## src/rtl/stream_det_pkg.sv

```systemverilog
// Shared definitions for the stream detector sequencer:
// FSM state encoding, flag latency limit and a latency clamp helper.
package stream_det_pkg;

    localparam logic [1:0] ST_IDLE  = 2'd0;
    localparam logic [1:0] ST_SHIFT = 2'd1;
    localparam logic [1:0] ST_DRAIN = 2'd2;
    localparam logic [1:0] ST_DONE  = 2'd3;

    localparam int FLAG_LAT_MAX = 3;

    typedef enum logic [1:0] {
        S_IDLE  = ST_IDLE,
        S_SHIFT = ST_SHIFT,
        S_DRAIN = ST_DRAIN,
        S_DONE  = ST_DONE
    } state_e;

    // Keeps the sample pipe depth inside 0..FLAG_LAT_MAX.
    function automatic int clamp_lat(input int lat);
        if (lat < 0) begin
            return 0;
        end
        if (lat > FLAG_LAT_MAX) begin
            return FLAG_LAT_MAX;
        end
        return lat;
    endfunction

endpackage

```

## src/rtl/stream_det_ctrl_flag_sample_pipe.sv

```systemverilog
// Delay line carrying (valid, bit index) from the serialiser to the
// flag sampler. Ports: clock, rst (sync, active-high), in_valid/in_idx
// in, out_valid/out_idx out. DEPTH=0 is a plain wire-through.
module flag_sample_pipe #(
    parameter int DEPTH = 1,
    parameter int IDX_W = 5
) (
    input  logic             clock,
    input  logic             rst,
    input  logic             in_valid,
    input  logic [IDX_W-1:0] in_idx,
    output logic             out_valid,
    output logic [IDX_W-1:0] out_idx
);

    generate
        if (DEPTH == 0) begin : g_wire
            logic unused_clk_rst;
            assign unused_clk_rst = clock | rst;
            assign out_valid = in_valid;
            assign out_idx   = in_idx;
        end else begin : g_pipe
            logic [DEPTH-1:0]       vld_q, vld_d;
            logic [DEPTH*IDX_W-1:0] idx_q, idx_d;

            always_comb begin
                vld_d = '0;
                idx_d = '0;
                vld_d[0] = in_valid;
                idx_d[IDX_W-1:0] = in_idx;
                for (int i = 1; i < DEPTH; i++) begin
                    vld_d[i] = vld_q[i-1];
                    idx_d[i*IDX_W +: IDX_W] =
                        idx_q[(i-1)*IDX_W +: IDX_W];
                end
            end

            always_ff @(posedge clock) begin
                if (rst) begin
                    vld_q <= '0;
                    idx_q <= '0;
                end else begin
                    vld_q <= vld_d;
                    idx_q <= idx_d;
                end
            end

            assign out_valid = vld_q[DEPTH-1];
            assign out_idx   = idx_q[(DEPTH-1)*IDX_W +: IDX_W];
        end
    endgenerate

endmodule

```

## src/rtl/stream_det_ctrl.sv

```systemverilog
// Sequencer that serialises a word into a serial sequence detector and
// collects its flag into a match count and per-bit match map.
// Ports: clock, rst (sync, active-high), start, data_in, det_flag in;
// det_in, det_rst, ser_valid, busy, done, match_cnt, match_map out.
// Option: define STREAM_DET_MSB_FIRST_EN to shift MSB-first.
module stream_det_ctrl
    import stream_det_pkg::*;
#(
    parameter int SIZE     = 24,
    parameter int FLAG_LAT = 1,
    parameter int CNT_W    = $clog2(SIZE + 1)
) (
    input  logic             clock,
    input  logic             rst,
    input  logic             start,
    input  logic [SIZE-1:0]  data_in,
    input  logic             det_flag,
    output logic             det_in,
    output logic             det_rst,
    output logic             ser_valid,
    output logic             busy,
    output logic             done,
    output logic [CNT_W-1:0] match_cnt,
    output logic [SIZE-1:0]  match_map
);

    localparam int LAT        = clamp_lat(FLAG_LAT);
    localparam int IDX_W      = (SIZE > 1) ? $clog2(SIZE) : 1;
    localparam int DRAIN_LAST = (LAT > 0) ? LAT - 1 : 0;

    state_e           state_q, state_d;
    logic [SIZE-1:0]  sreg_q, sreg_d;
    logic [CNT_W-1:0] bit_cnt_q, bit_cnt_d;
    logic             det_in_q, det_in_d;
    logic             det_rst_q, det_rst_d;
    logic             ser_valid_q, ser_valid_d;
    logic             busy_q, busy_d;
    logic             done_q, done_d;
    logic [CNT_W-1:0] match_cnt_q, match_cnt_d;
    logic [SIZE-1:0]  match_map_q, match_map_d;

    logic             smp_valid;
    logic [IDX_W-1:0] smp_idx;
    logic [IDX_W-1:0] cur_idx;

    // Data-word position of the bit currently on det_in.
    always_comb begin
`ifdef STREAM_DET_MSB_FIRST_EN
        cur_idx = IDX_W'(SIZE - 1) - bit_cnt_q[IDX_W-1:0];
`else
        cur_idx = bit_cnt_q[IDX_W-1:0];
`endif
    end

    flag_sample_pipe #(
        .DEPTH (LAT),
        .IDX_W (IDX_W)
    ) u_pipe (
        .clock     (clock),
        .rst       (rst),
        .in_valid  (ser_valid_q),
        .in_idx    (cur_idx),
        .out_valid (smp_valid),
        .out_idx   (smp_idx)
    );

    always_comb begin
        state_d     = state_q;
        sreg_d      = sreg_q;
        bit_cnt_d   = bit_cnt_q;
        det_in_d    = 1'b0;
        match_cnt_d = match_cnt_q;
        match_map_d = match_map_q;

        unique case (state_q)
            S_IDLE: begin
                if (start) begin
                    state_d     = S_SHIFT;
                    bit_cnt_d   = '0;
                    match_cnt_d = '0;
                    match_map_d = '0;
`ifdef STREAM_DET_MSB_FIRST_EN
                    det_in_d = data_in[SIZE-1];
                    sreg_d   = data_in << 1;
`else
                    det_in_d = data_in[0];
                    sreg_d   = data_in >> 1;
`endif
                end
            end
            S_SHIFT: begin
                if (bit_cnt_q == CNT_W'(SIZE - 1)) begin
                    bit_cnt_d = '0;
                    state_d   = (LAT > 0) ? S_DRAIN : S_DONE;
                end else begin
                    bit_cnt_d = bit_cnt_q + CNT_W'(1);
`ifdef STREAM_DET_MSB_FIRST_EN
                    det_in_d = sreg_q[SIZE-1];
                    sreg_d   = sreg_q << 1;
`else
                    det_in_d = sreg_q[0];
                    sreg_d   = sreg_q >> 1;
`endif
                end
            end
            S_DRAIN: begin
                if (bit_cnt_q == CNT_W'(DRAIN_LAST)) begin
                    state_d = S_DONE;
                end else begin
                    bit_cnt_d = bit_cnt_q + CNT_W'(1);
                end
            end
            S_DONE: begin
                state_d = S_IDLE;
            end
        endcase

        // The pipe is never valid in IDLE, so this cannot collide
        // with the clear on an accepted start.
        if (smp_valid && det_flag) begin
            match_map_d[smp_idx] = 1'b1;
            if (match_cnt_q != CNT_W'(SIZE)) begin
                match_cnt_d = match_cnt_q + CNT_W'(1);
            end
        end

        ser_valid_d = (state_d == S_SHIFT);
        busy_d      = (state_d == S_SHIFT) || (state_d == S_DRAIN);
        done_d      = (state_d == S_DONE);
        det_rst_d   = (state_d == S_IDLE) || (state_d == S_DONE);
    end

    always_ff @(posedge clock) begin
        if (rst) begin
            state_q     <= S_IDLE;
            sreg_q      <= '0;
            bit_cnt_q   <= '0;
            det_in_q    <= 1'b0;
            det_rst_q   <= 1'b1;
            ser_valid_q <= 1'b0;
            busy_q      <= 1'b0;
            done_q      <= 1'b0;
            match_cnt_q <= '0;
            match_map_q <= '0;
        end else begin
            state_q     <= state_d;
            sreg_q      <= sreg_d;
            bit_cnt_q   <= bit_cnt_d;
            det_in_q    <= det_in_d;
            det_rst_q   <= det_rst_d;
            ser_valid_q <= ser_valid_d;
            busy_q      <= busy_d;
            done_q      <= done_d;
            match_cnt_q <= match_cnt_d;
            match_map_q <= match_map_d;
        end
    end

    assign det_in    = det_in_q;
    assign det_rst   = det_rst_q;
    assign ser_valid = ser_valid_q;
    assign busy      = busy_q;
    assign done      = done_q;
    assign match_cnt = match_cnt_q;
    assign match_map = match_map_q;

endmodule

```

## config.mk

```make
export PLATFORM = sky130hd
export DESIGN_NAME = stream_det_ctrl
export DESIGN_NICKNAME = d
export VERILOG_FILES = /design/src/rtl/stream_det_pkg.sv /design/src/rtl/stream_det_ctrl_flag_sample_pipe.sv /design/src/rtl/stream_det_ctrl.sv
export SDC_FILE = /design/constraint.sdc
export NUM_CORES = 1
export LEC_CHECK = 0
export BUFFER_PORTS_ARGS = -buffer_cell sky130_fd_sc_hd__buf_2
export CORE_ASPECT_RATIO = 0.8
export CORE_MARGIN = 5
export CORE_UTILIZATION = 30
export CTS_CLUSTER_DIAMETER = 200
export CTS_CLUSTER_SIZE = 24
export DETAILED_ROUTE_END_ITERATION = 16
export GPL_ROUTABILITY_DRIVEN = 1
export HOLD_SLACK_MARGIN = 0.1
export PLACE_DENSITY_LB_ADDON = 0.25
export SETUP_SLACK_MARGIN = 0.1
export SLEW_MARGIN = 10
export SYNTH_ARGS = -nofsm -noshare
export SYNTH_HDL_FRONTEND = slang
export SYNTH_SLANG_ARGS = --single-unit
```

## constraint.sdc

```tcl
create_clock -name clock -period 2.45 [get_ports clock]
set_input_delay 0.245 -clock clock [delete_from_list [all_inputs] [get_ports clock]]
set_output_delay 0.245 -clock clock [all_outputs]
set_load 0.02 [all_outputs]
```

Word-level counts from Yosys, hierarchy flattened
Index checks and enable logic that the tools add are counted.
Widths: inputs -> output; s select.
- add/sub/neg operators: 2
- $mul: 0
- divide/modulo/power cells: 0
- $lt $le $gt $ge: 2
- eq/ne operators: 11
- shifts and indexed selects: 0
- muxes and demuxes: 23
- bitwise logic cells: 1
- reductions and logical operators: 11
- operators by type and width (cell ; count):
    $mux 24 ; 5
    $pmux 24 s2 ; 1
    $mux 5 ; 7
    $or 24x24->24 ; 1
    $pmux 5 s3 ; 1
    $add 5x1->5 const B ; 2
    $eq 2x2->1 const B ; 4
    $pmux 2 s4 ; 1
    $lt 5x6->1 const B ; 1
    $mux 2 ; 3
    $ne 2x2->1 const B ; 3
    $reduce_and 3->1 ; 2
    $demux 1 s5 ; 1
    $eq 5x5->1 const B ; 1
    $ge 5x1->1 const B ; 1
    $logic_not 5->1 ; 1
    $ne 5x5->1 const B ; 1
    $eq 2x1->1 const B ; 2
    $logic_not 2->1 ; 2
    $mux 1 ; 3
    $reduce_bool 3->1 ; 1
    $logic_and 1x1->1 ; 2
    $logic_or 1x1->1 ; 2
    $pmux 1 s2 ; 1
    $reduce_bool 2->1 ; 1
- register bits: 71
- bits in latches: 0
- RAM bits: 0
- bits in read-only memories: 0
- input bits: 28
- output and inout port bits: 34
- logic and storage cells: 62
- memories: 0

Logic depth before layout (Yosys ltp)
Gate-level depths: netlist of run 1.
- depth in word-level cells: 6
- depth in mapped cells: 8

By module
From an unflattened synthesis of run 1, not the netlist that was laid out.
- cell total of the unflattened synthesis: 326
- area total of the unflattened synthesis: 3090.5 um^2
- modules (own cells, without submodules) (module ; instances ; cells each ; area an instance (um^2) ; seq. area each (um^2)):
    stream_det_ctrl ; 1 ; 314 ; 2932.8 ; 1281.2
    flag_sample_pipe ; 1 ; 12 ; 157.7 ; 120.1

Worst setup path before layout of run 1
OpenSTA, ideal clock, no wires.
- path kind: register to register
- start point: register state_q[0]
- end point: register det_rst_q, in the netlist det_rst
- arrival time: 1649 ps
- data required time: 2336 ps
- path slack: 687 ps
- stages on the path, launching flop included: 9
- buffers on the path: 1
- cells stage by stage: dfxtp_1 inv_1 ha_1 buf_2 or3_1 o211ai_1 ha_1 nor2_1 inv_1
- cells in the longest elaborated chain, start to end: 4
- elaborated cells on any way between the ends: 11
- RTL lines (item ; RTL line ; text):
    start: declaration ; stream_det_ctrl.sv:31 ; state_e state_q, state_d;
    start signal: assignment ; stream_det_ctrl.sv:146 ; state_q <= state_d;
    $eq 2x2->1 (tied with other cells) ; stream_det_ctrl.sv:75 ; unique case (state_q)
    $pmux 2 s4 (*) ; stream_det_ctrl.sv:75 ;
    $eq 2x2->1 or $logic_not 2->1 (tied branches) ; stream_det_ctrl.sv:130 ; det_rst_d = (state_d == S_IDLE) || (state_d == S_DONE);
    $logic_or 1x1->1 (*) ; stream_det_ctrl.sv:130 ;
    named net det_rst_d ; stream_det_ctrl.sv:35 ; logic det_rst_q, det_rst_d;
    end signal: assignment ; stream_det_ctrl.sv:150 ; det_rst_q <= det_rst_d;
    end: declaration ; stream_det_ctrl.sv:35 ;
Mark *: on every way through the listed nets, which the timed path passes. The rest lies on a longest branch.
A chain may end at the register's enable or synchronous reset.

Worst setup path in the final report of run 1
Ends and elaborated chain as after synthesis.

==> results.toml, run 1 <==
[floorplanning]
io_pins = 62
dieArea_um2 = 12400
core-area_um2 = 10200
die_height_um = 101
start_util_pct = 30.3
std_cell_rows = 33
die_w_um = 123

[logic_synthesis]
synth_cell_types = 44
synth_largest_area_cell = "dfxtp_1"
ys_warn_count = 0
yosysMostFrequentCell = "dfxtp_1"
ys_seq_elements = 70
yosysTopAreaCellShare_pct = 45.5
synth_top_family_by_area = "compound AO/OA/AOI/OAI gates"
synth_edf_count = 0
synthesis.instances = 320
syn-num-nets = 357
ys.flop_type = "dfxtp_1"
synthSimpleGateAreaFrac_pct = 17.2
synthArstFlopShare_pct = 0
synth-compound-area-share_pct = 21.4
synth_commonest_cells = "dfxtp_1, nor2_1, a22oi_1"
yosysSeqAreaShare_pct = 45.5
synth_area_leaders = "dfxtp_1, mux2i_1, a211oi_2"
synth_mux_area_share_pct = 7.85
avgSynthCellArea_um2 = 9.62
synth_area_um2 = 3080
synth_fa_ha_area_share_pct = 3.66
synth_xor_area_share_pct = 0

[sta]
period_share_pct = 77.1
timing.clock.skew_ns = 0.00745
period_needed_ns = 1.89
rsz0062_at_grt = "no"
hold_violations = 0
tightestPinTransition_ns = 0.876
fmax_ghz = 0.529
finalSetupTns_ns = 0
final_max_slew_viol_count = 0
finalSetupViolations = 0
slew_headroom_pct = 41.5

[worst_setup_path]
required_ns = 2.68
r2r_start = "state_q[0]"
critical_path_class = "flip-flop to flip-flop"
start_kind = "flip-flop"
cp.arrival_ns = 2.11
critical_path.endpoint_type = "flip-flop"
startpoint = "state_q[0]"
cp_max_fo = 8

[cells_and_area]
drive_gt1_share_pct = 27.3
n_antenna_cell = 0
nNetsFinal = 416
finalCoreUtilization_pct = 37.8
multi_input_area_um2 = 1540
seqCellArea_um2 = 1400
filler_cell_count = 1054
areaGrowthSynthToFinish_pct = 24.9
design_area_um2 = 3840

[detailed_routing]
drc = 0
vias = 2441
drtAntennaViolNets = 0
drtPass1Iterations = 4
avgRoutedWirePerCell_um = 13.3
finalWirelength_um = 6960
drt_iter0_markers = 271
routed_via_density = 4.66

[clock_network]
cts_hold_repair.buffers = 0
clock_latency_ns = 0.33
cts_root_buf = "clkbuf_16"
cts_buffers = 9
cts_setup_buffers = 0
post_cts_resized = 0
cts_tree = "yes"
cts.sinks = 70
clk_path_buf_depth = 2
path_clk_slew_ns = 0.06
h-tree-depth = 3

[grt]
grt_max_degree = 47
overflow = 0
antenna_found_initial = 0
grt_pass1_wl_um = 11600
grt.total_usage_pct = 11.7
grt_pass1_vias = 2410

[place]
place_area_um2 = 3520
io_buffers = 61
place.detailed.hpwl_um = 4820
place_congestion = 0.874

[power]
p_leak_uw = 0.00154
power_density_nw_per_um2 = 755
ir_drop_mv = 0.259

[hold_path]
hold_class = "primary input to flip-flop"
holdCritStartpoint = "data_in[0]"

[status]
status = "complete, no violations"

[job]
maxCapViolCount = 0
-- registers in the layout (all words and copies together), names as in the netlist --
name / flops
busy: 1
u_pipe.out_idx: 5
bit_cnt_q: 5
sreg_q: 23
det_rst: 1
state_q: 2
match_cnt: 5
det_in: 1
match_map: 24
done: 1
ser_valid: 1
u_pipe.out_valid: 1
-- logic make-up after synthesis --
kind of cell,after synthesis
adders and majority gates,9
AOI/OAI and AO/OA,78
and+or+nand+nor,110
muxes,24
buffers and inverters,29
DFF,70
-- final timing paths --
| kind | to | slack (ns) | cells past startpoint |
|---|---|---|---|
| hold reg to reg | sreg_q[22] | 0.47 | 2 |
| setup reg to reg | det_rst | 0.56 | 7 |
| hold / removal | det_in | 0.15 | 3 |
| setup / recovery | det_rst | 0.56 | 7 |
-- per-layer routing --
metal / up-vias / wire [um] / global-route usage, %
li1: 1262 / - / -
met1: 1128 / 3360 / 15.6
met2: 39 / 3190 / 17.7
met3: 12 / 263 / 3.59
met4: 0 / 150 / 4.68
met5: - / 0 / 0
-- cells in the final DEF (no fill, tap or decap), drive strengths merged, types with 2 or more instances in the layout --
master | netlist | final
a22oi | 25 | 25
a21oi | 10 | 10
o21ai | 7 | 7
nand3 | 8 | 8
nand2 | 14 | 14
nor3 | 3 | 3
nor2 | 55 | 55
mux2i | 23 | 23
a22o | 2 | 2
a211oi | 23 | 23
o31ai | 2 | 2
dfxtp | 70 | 70
nor3b | 5 | 5
and3b | 2 | 2
bufinv | 0 | 2
o211ai | 2 | 2
and3 | 2 | 2
inv | 10 | 12
ha | 9 | 9
buf | 10 | 67
nand2b | 4 | 4
or3 | 2 | 2
nand3b | 2 | 2
clkbuf | 9 | 10
and2 | 3 | 3
nand4b | 2 | 2
nor2b | 7 | 7
-- power by group --
group / switching (uW) / leakage (uW) / internal (uW)
registers: 24.0 / 0.000571 / 1190
clock network: 505 / 0.000154 / 900
logic: 168 / 0.000818 / 118
total: 696 / 0.00154 / 2210
-- per-stage QoR --
stage,hold slack [ns],std cells,total power [uW],worst slack (ns)
final,0.153,524,2900,0.561
after CTS,0.138,524,2950,0.561
after global placement,0.464,508,1520,0.629
after floorplan,0.382,320,1460,0.687
after global routing,0.149,524,3030,0.405
after detailed placement,0.463,508,1530,0.582
-- layout make-up --
class	instances	area share (%)
flip-flops and latches	70	36.5
repair buffers	67	9.44
well taps	140	4.56
inverters	10	0.977
clock buffers	10	5.96
clock inverters	6	2.44
multi-input cells	221	40.2
-- critical path, cell delays in order, from the launching register on --
cell	delay [ns]
dfxtp_1	0.35
inv_1	0.08
ha_1	0.29
or3_1	0.42
o211ai_1	0.18
ha_1	0.28
nor2_1	0.13
inv_1	0.05
Power figures use the tool's default switching activity.
==> inputs of run 2 (changes only) <==
- clock period: 2.45 -> 1.6 ns (I/O delays scaled with it)
==> run 2 against run 1 <==
  * The run now ends with negative setup slack left
  * Non-clock buffer count up 45
  * Register-to-register slack worse by 0.63 ns
  * Via count up 9.6%
  * Clock skew about the same
  * Core utilization up 7.9 points
  * Clock power up 47%
  * Global-route usage up 1.5 points
  * Power up 60%
  * First-iteration DRC count down 34%
  * Sequential share of layout area down 5.8 points
  * Wire length up 16%
  * Critical path type unchanged
  * Largest cell class unchanged
  * Largest power group unchanged
==> results.toml, run 2 (synthesized netlist as in run 1, its figures left out) <==
[status]
status = "finished, violations left"
violations = "negative setup slack"

[clock_network]
path_clk_slew_ns = 0.06
clk_path_buf_depth = 2
cts_tree = "yes"
h-tree-depth = 3
cts.sinks = 70
clock_latency_ns = 0.33
cts_root_buf = "clkbuf_16"
cts_buffers = 9

[detailed_routing]
met3_length_um = 293
vias = 2676
drtPass1Iterations = 4
m1WireLength_um = 3660
wl_met2_um = 3970
top_layer = "met4"
avgRoutedWirePerCell_um = 14.1
finalWirelength_um = 8040
drt_iter0_markers = 179
routed_via_density = 4.70
drc = 0
drtAntennaViolNets = 0

[sta]
period_needed_ns = 1.67
final_max_slew_viol_count = 0
fin_ws_ns = -0.0694
period_share_pct = 104
finalSetupViolations = 28
fmax_ghz = 0.599
timing.clock.skew_ns = 0.00730
hold_violations = 0
rsz0062_at_grt = "yes"
tightestPinTransition_ns = 0.605
slew_headroom_pct = 59.6

[job]
maxCapViolCount = 0

[cells_and_area]
filler_cell_count = 1009
largest_register_ffs = 24
nNetsFinal = 461
drive_gt1_share_pct = 50.1
final_cell_mix = "dfxtp_1, buf_2, buf_4"
mostFrequentLayoutCell = "dfxtp_1"
final_cells = 569
n_antenna_cell = 0
seqCellArea_um2 = 1420
areaGrowthSynthToFinish_pct = 50.9
multi_input_area_um2 = 1840

[grt]
antenna_found_initial = 0
grt_max_degree = 32
overflow = 0
grt_pass1_vias = 2739
grt_pass1_wl_um = 13100
grt.total_usage_pct = 13.2

[floorplanning]
core-area_um2 = 10200
std_cell_rows = 33
dieArea_um2 = 12400
io_pins = 62
die_height_um = 101
die_w_um = 123
start_util_pct = 30.3

[worst_setup_path]
critical_path.endpoint_type = "flip-flop"
critPathMaxStageDelay_ns = 0.37
cp.arrival_ns = 1.93
start_kind = "flip-flop"
cp_max_fo = 6
crit_slowest_cell = "dfxtp_4"
worstPathCellList = "inv_4 > ha_4 > buf_6 > mux2i_4 > a21oi_4 > buf_6 > buf_8 > nor2_2 > a211oi_2"
critical_path_class = "flip-flop to flip-flop"
cpMostUsedCell = "buf_6"
required_ns = 1.86

[place]
io_buffers = 61
dpl.cell_count = 533
place_congestion = 0.818
place.detailed.hpwl_um = 5040

[power]
power.total_uw = 4650
p_sw_share_pct = 26.1
p_comb_share_pct = 15.4
power_density_nw_per_um2 = 1000
power_switching_uw = 1220
p_leak_uw = 0.00185
clkPwrFrac_pct = 44.4
ir_drop_mv = 0.448
p_int_uw = 3440
power_frac_seq_pct = 40.3

[hold_path]
hold_class = "primary input to flip-flop"
-- run 2: cell count changes in the layout (fill, tap and decap cells not counted), moves of 6 or more --
cell      change
buf_4        +29
a211oi_1      -6
nor2_4       +11
nor2_2       +12
a211oi_2      +6
nor2_1       -23
dfxtp_1       -8
-- run 2: final cells by class --
type                            instances  share of cell area [%]
Multi-Input combinational cell        221                    39.6
Tap cell                              140                    3.77
Timing Repair Buffer                  112                    18.5
Clock inverter                          6                    1.51
Clock buffer                           10                    5.15
Sequential cell                        70                    30.6
Inverter                               10                   0.862
-- run 2: critical path: cells and delay by family (launching register included) --
kind            cells  cell delay (ns)
flops               1             0.37
compound gates      2             0.35
simple gates        1             0.04
mux                 1             0.18
fa+ha+maj           1             0.16
buf+inv             4             0.49
-- run 2: per-layer routing --
layer	track usage (%)	up-vias
met5	0	-
met4	4.09	0
met3	3.42	13
met2	21.4	40
met1	17.3	1267
li1	-	1356
-- run 2: power groups by stage --
stage	Clock, uW	Combinational (uW)	Sequential (uW)
after global placement	0	485	1890
after CTS	2110	612	1860
after floorplan	0	344	1900
after detailed placement	0	491	1890
final	2060	715	1870
after global routing	2190	772	1880
-- run 2: final timing paths --
kind              startpoint    endpoint  cells after the start  slack [ns]
setup / recovery  state_q[0]  sreg_q[17]                      9       -0.07
hold / removal    data_in[8]   sreg_q[7]                      3        0.19
setup reg to reg  state_q[0]  sreg_q[17]                      9       -0.07
hold reg to reg   sreg_q[22]  sreg_q[22]                      2        0.48
-- run 2: stage by stage --
step / TNS [ns] / setup WS [ns] / hold slack [ns] / cell area [um^2] / util [%]
2_1_floorplan: -0.0709 / -0.0437 / 0.297 / 3110 / -
3_3_place_gp: -0.0890 / -0.0696 / 0.405 / 3760 / 37.0
3_5_place_dp: -0.486 / -0.112 / 0.408 / 3760 / 37.0
4_1_cts: -1.64 / -0.103 / 0.163 / 4320 / 42.5
5_1_grt: -3.51 / -0.158 / 0.199 / 4640 / 45.7
6_report: -1.18 / -0.0694 / 0.188 / 4640 / 45.7
-- run 2: repair_timing --
action | in CTS | in global routing
hold buffers | 2 | 0
gates cloned | 4 | 1
setup endpoints to repair | 33 | 62
hold endpoints to repair | 2 | 0
pin swaps | 18 | 39
resized for setup | 20 | 77
setup buffers | 8 | 6
